**config.mk**
```make
export PLATFORM = sky130hd
export DESIGN_NAME = matrix_scan_encoder
export DESIGN_NICKNAME = d
export VERILOG_FILES = /design/src/rtl/matrix_scan_encoder.sv
export SDC_FILE = /design/constraint.sdc
export NUM_CORES = 1
export LEC_CHECK = 0
export ABC_AREA = 0
export BUFFER_PORTS_ARGS = -buffer_cell sky130_fd_sc_hd__buf_2
export CORE_UTILIZATION = 30
export CTS_CLUSTER_SIZE = 28
export DETAILED_ROUTE_END_ITERATION = 6
export PLACE_DENSITY = 0.55
export SLEW_MARGIN = 20
export SYNTH_ARGS = -nofsm -noshare
export SYNTH_HDL_FRONTEND = slang
export SYNTH_SLANG_ARGS = --single-unit
```
**constraint.sdc**
```tcl
create_clock -name clk_sys -period 3.8 [get_ports clk_sys]
set_input_delay 0.19 -clock clk_sys [delete_from_list [all_inputs] [get_ports clk_sys]]
set_output_delay 0.19 -clock clk_sys [all_outputs]
set_load 0.01 [all_outputs]
```
**src/rtl/matrix_scan_encoder.sv**
```systemverilog
// rtl/matrix_scan_encoder.sv - 8x8 key matrix scanner emitting PS/2-style event words
// Optional macro KBD_DEBOUNCE_EN: a column change counts only after two agreeing scan passes.
module matrix_scan_encoder #(
    parameter int SCAN_DIV = 64,
    parameter int GAP      = 1024
) (
    input  logic        clk_sys,
    input  logic        reset,
    output logic [7:0]  row_sel,
    input  logic [7:0]  col_in,
    output logic [10:0] ps2_key,
    output logic        busy
);
    localparam int DW = (SCAN_DIV > 2) ? $clog2(SCAN_DIV) : 1;
    localparam int GW = $clog2(GAP + 1);
    localparam logic [DW-1:0] DIV_LAST = DW'(SCAN_DIV - 1);
    localparam logic [GW-1:0] GAP_LOAD = GW'(GAP);

    typedef enum logic [1:0] {
        S_DRIVE   = 2'd0,
        S_SAMPLE  = 2'd1,
        S_ADVANCE = 2'd2
    } state_t;

    state_t        r_state;
    state_t        w_next_state;
    logic [2:0]    r_row;
    logic [DW-1:0] r_div;
    logic [GW-1:0] r_gap;
    logic [7:0]    r_st [8];
    logic [10:0]   r_key;
`ifdef KBD_DEBOUNCE_EN
    logic [7:0]    r_prev [8];
`endif

    logic [7:0]    w_diff;
    logic          w_hit;
    logic [2:0]    w_col;
    logic [63:0]   w_rom_row;
    logic [7:0]    w_code;
    logic          w_ext;
    logic          w_busy;
    logic          w_sampling;
    logic          w_emit;
    logic          w_leave_sample;

    // Scancodes packed column 7 in the top byte down to column 0 in the bottom byte.
    function automatic logic [63:0] f_rom_row(input logic [2:0] row);
        case (row)
            3'd0:    f_rom_row = 64'h00_29_5A_58_83_01_00_7E;
            3'd1:    f_rom_row = 64'h45_0A_72_54_5B_4D_44_43;
            3'd2:    f_rom_row = 64'h03_46_74_5D_52_4C_4B_42;
            3'd3:    f_rom_row = 64'h0C_79_4E_66_3E_4A_49_41;
            3'd4:    f_rom_row = 64'h04_16_1E_26_25_2E_36_3D;
            3'd5:    f_rom_row = 64'h06_15_1D_24_2D_2C_35_3C;
            3'd6:    f_rom_row = 64'h05_1C_1B_23_2B_34_33_3B;
            default: f_rom_row = 64'h0B_1A_22_21_2A_32_31_3A;
        endcase
    endfunction

    always_comb begin
`ifdef KBD_DEBOUNCE_EN
        w_diff = (col_in ^ r_st[r_row]) & ~(col_in ^ r_prev[r_row]);
`else
        w_diff = col_in ^ r_st[r_row];
`endif
        w_hit = |w_diff;
        w_col = 3'd0;
        for (int i = 7; i >= 0; i--) begin
            if (w_diff[i]) w_col = 3'(i);
        end
        w_rom_row = f_rom_row(r_row);
        w_code    = w_rom_row[{w_col, 3'b000} +: 8];
        w_ext     = (w_code == 8'h72) || (w_code == 8'h74);
    end

    always_ff @(posedge clk_sys) begin
        if (reset) r_state <= S_DRIVE;
        else       r_state <= w_next_state;
    end

    always_comb begin
        w_next_state = r_state;
        case (r_state)
            S_DRIVE:   if (r_div == DIV_LAST) w_next_state = S_SAMPLE;
            S_SAMPLE:  if (!w_hit || !w_busy) w_next_state = S_ADVANCE;
            S_ADVANCE: w_next_state = S_DRIVE;
            default:   w_next_state = S_DRIVE;
        endcase
    end

    always_comb begin
        row_sel        = ~(8'd1 << r_row);
        w_busy         = (r_gap != '0);
        w_sampling     = (r_state == S_SAMPLE);
        w_emit         = w_sampling && w_hit && !w_busy;
        w_leave_sample = w_sampling && (!w_hit || !w_busy);
    end

    assign busy    = w_busy;
    assign ps2_key = r_key;

    always_ff @(posedge clk_sys) begin
        if (reset) begin
            r_row <= 3'd0;
            r_div <= '0;
        end else begin
            if ((r_state == S_DRIVE) && (r_div != DIV_LAST)) r_div <= r_div + DW'(1);
            else                                             r_div <= '0;
            if (r_state == S_ADVANCE) r_row <= r_row + 3'd1;
        end
    end

    // Blank ROM slots still track key state so they never re-trigger, but stay silent.
    always_ff @(posedge clk_sys) begin
        if (reset) begin
            r_key <= '0;
            r_gap <= '0;
            for (int i = 0; i < 8; i++) r_st[i] <= 8'hFF;
        end else begin
            if (w_emit) r_st[r_row][w_col] <= col_in[w_col];
            if (w_emit && (w_code != 8'h00)) begin
                r_key <= {~r_key[10], ~col_in[w_col], w_ext, w_code};
                r_gap <= GAP_LOAD;
            end else if (w_busy) begin
                r_gap <= r_gap - GW'(1);
            end
        end
    end

`ifdef KBD_DEBOUNCE_EN
    // History advances once per pass, so busy re-sampling cannot fake agreement.
    always_ff @(posedge clk_sys) begin
        if (reset) begin
            for (int i = 0; i < 8; i++) r_prev[i] <= 8'hFF;
        end else if (w_leave_sample) begin
            r_prev[r_row] <= col_in;
        end
    end
`endif

endmodule

```
==> flow_metrics.tcl <==
set metrics [dict create \
    die_h_um 148 \
    post_cts_buffers 0 \
    grt_pass1_wl_mm 29.1 \
    avgSynthCellArea_um2 9.21 \
    die_x_um 148 \
    synthArstFlopShare 0 \
    pin_count 30 \
    post-route-util 0.365 \
    synth_seq_cells 100 \
    routed_wl_mm 18.2 \
    hold_viol 0 \
    setup_violations 0 \
    fmax_ghz 0.270 \
    arrival_ps 3950 \
    dp_hpwl_mm 13.4 \
    clock_latency_ps 340 \
    tightest_slew_ps 699 \
    via_per_inst 5.32 \
    power_density_nw_per_um2 363 \
    netlist.area_leader.share 0.300 \
    crit_slowest_cell "mux4_2" \
    cp_cell_sequence "buf_12 -> mux2i_1 -> mux4_2 -> xor2_2 -> buf_4 -> nand3_1 -> buf_4 -> nor2_1 -> a221oi_1 -> mux2_2 -> and4_1 -> buf_4 -> a311o_1 -> o211a_1" \
    crit_fanout 16 \
    synth_ff_type "edfxtp_1" \
    root_buffer "clkbuf_16" \
    max_stage_delay_ps 550 \
    clock_sinks 100 \
    synth-edff-count 64 \
    hold_slack_ps 257 \
    status "complete, no violations" \
    placed_cells 1016 \
    fin_crit_ps 3710 \
    grt_pass1_vias 5214 \
    path_common_cell "buf_4" \
    yosys-top-cells-area "edfxtp_1 (30%), dfxtp_1 (11%), nand2_1 (7.0%), mux2i_1 (4.1%), a31o_2 (3.3%)" \
    yosysTopAreaCell "edfxtp_1" \
    final.setup_skew_ps 11.4 \
    nNetsFinal 778 \
    rows 53 \
    cts_max_level 3 \
    drc 0 \
    critical_path_depth 14 \
    start_util 0.306 \
    ir_drop_mv 0.247 \
    min_path_type "in2reg" \
    dr.pass1.iters 5 \
    layout-drive-gt1-share 0.255 \
    synth_nets 722 \
    wl_per_cell_um 17.6 \
    ant_nets 0 \
    drv_cap 0 \
    place_congestion 0.953 \
    synthesis.instances 696 \
    tritoncts "yes" \
    leakage_nw 2.87 \
    path_delay_family "multiplexers" \
    syn_to_final_growth_pct 19.2 \
    startpoint_type "flip-flop" \
    critPathKind "reg2reg" \
    slew_violations 0 \
    critPathBufInv 4 \
    period_share 0.975 \
    syn_area_um2 6410 \
    grt-ovfl-total 0 \
    dieArea_um2 21900 \
    cts_made_buffers 9 \
    portBuffers 29 \
    yosysSeqAreaShare 0.412 \
    worstSetupEndpointType "flip-flop" \
    synthDistinctLibCells 80 \
    vias 5488 \
    max_slew_margin 0.533 \
    cp_data_required_time_ps 4040 \
    track_usage 0.170 \
    clock_path_buffers 2 \
    placed_area_um2 7260 \
    instances_no_fill 1032 \
    design_area_um2 7640 \
    worstReg2RegEnd "ps2_key[0]" \
    core_area_um2 21000 \
    drt_iter0_markers 447 \
    reg2reg_depth 14 \
    antenna_found_initial 0 \
    diodes 0 \
    crit_end "ps2_key[0]" \
    synth_warnings 0 \
    grt_max_degree 55 \
    r2r_slack_ps 90 \
    clk_pin_slew_ps 70 \
]
worst min-delay path by stage:
stage                   from       end  depth (start not counted)  slack (ps)
finish                 reset  r_gap[8]                          2         260
global route           reset  r_gap[3]                          2         270
CTS                    reset  r_gap[8]                          2         240
detailed placement  r_div[0]  r_div[0]                          1         440
global placement    r_div[0]  r_div[0]                          1         430
floorplan           r_div[0]  r_div[0]                          1         420
per-layer routing:
layer  part of all wire  track usage  wire length [um]
met5                  0            0                 0
met2               0.46        0.271              8370
met3              0.037       0.0190               665
met4              0.028       0.0665               506
met1               0.48        0.235              8640
kinds of logic (layout without fill, tap and decap cells):
| family | after synthesis | after routing | synth area share |
|---|---|---|---|
| and+or+nand+nor | 283 | 283 | 0.212 |
| AOI/OAI and AO/OA | 159 | 159 | 0.191 |
| DFF | 100 | 100 | 0.412 |
| buffers and inverters | 81 | 142 | 0.0586 |
| muxes | 42 | 42 | 0.0740 |
| adders and majority gates | 16 | 16 | 0.0312 |
| xor gates and xnor gates | 15 | 15 | 0.0205 |
layout by cell type (no fill, tap or decap), drive strengths merged, types with 11 or more instances in the layout:
cell type,instances
buf,106
mux2i,26
dfxtp,36
mux2,13
nor4,11
nand3,23
o21ai,18
inv,24
nor2,45
edfxtp,64
a21o,26
and3,11
a31o,25
nand2,120
ha,16
a21oi,23
nor3,23
stage by stage:
step                setup slack (ps)  TNS (ps)  power, mW
floorplan                       82.9         0       1.69
global placement               -25.7     -25.7       1.88
detailed placement              33.9         0       1.88
CTS                             17.8         0       2.78
global route                   -34.1     -66.8       2.92
finish                          94.1         0       2.78
synth_stat cells, drive strengths merged (16+ instances only):
| master | number |
|---|---|
| dfxtp | 36 |
| ha | 16 |
| mux2i | 26 |
| o21ai | 18 |
| nand2 | 120 |
| edfxtp | 64 |
| a31o | 25 |
| a21o | 26 |
| a21oi | 23 |
| buf | 17 |
| nand3 | 23 |
| clkbuf | 44 |
| nor2 | 45 |
| nor3 | 23 |
| inv | 20 |
report_power, final:
group          internal (mW)  switching, mW
clock                  0.475          0.433
combinational          0.263          0.334
sequential              1.23         0.0450
total                   1.96          0.812
repair_timing:
item                                    in CTS  in global routing
hold buffers                                 0                  0
endpoints found under the hold margin        0                  0
endpoints found under the setup margin       0                 46
gates resized for setup                      0                 18
layout make-up:
type | count | area [um2]
clock buffer | 10 | 239
timing repair buffer | 106 | 786
tap | 275 | 344
clock inverter | 6 | 51.3
multi-input combinational | 515 | 3500
inverter | 20 | 75.1
sequential | 100 | 2640
fill | 2161 | 13300
state kept, by name, indices dropped and copies added (netlist names), named ones only:
register  count
r_row         3
ps2_key      11
r_state       2
r_gap        11
r_st         64
r_div         6
No activity file was read; power rests on OpenSTA's default activity.
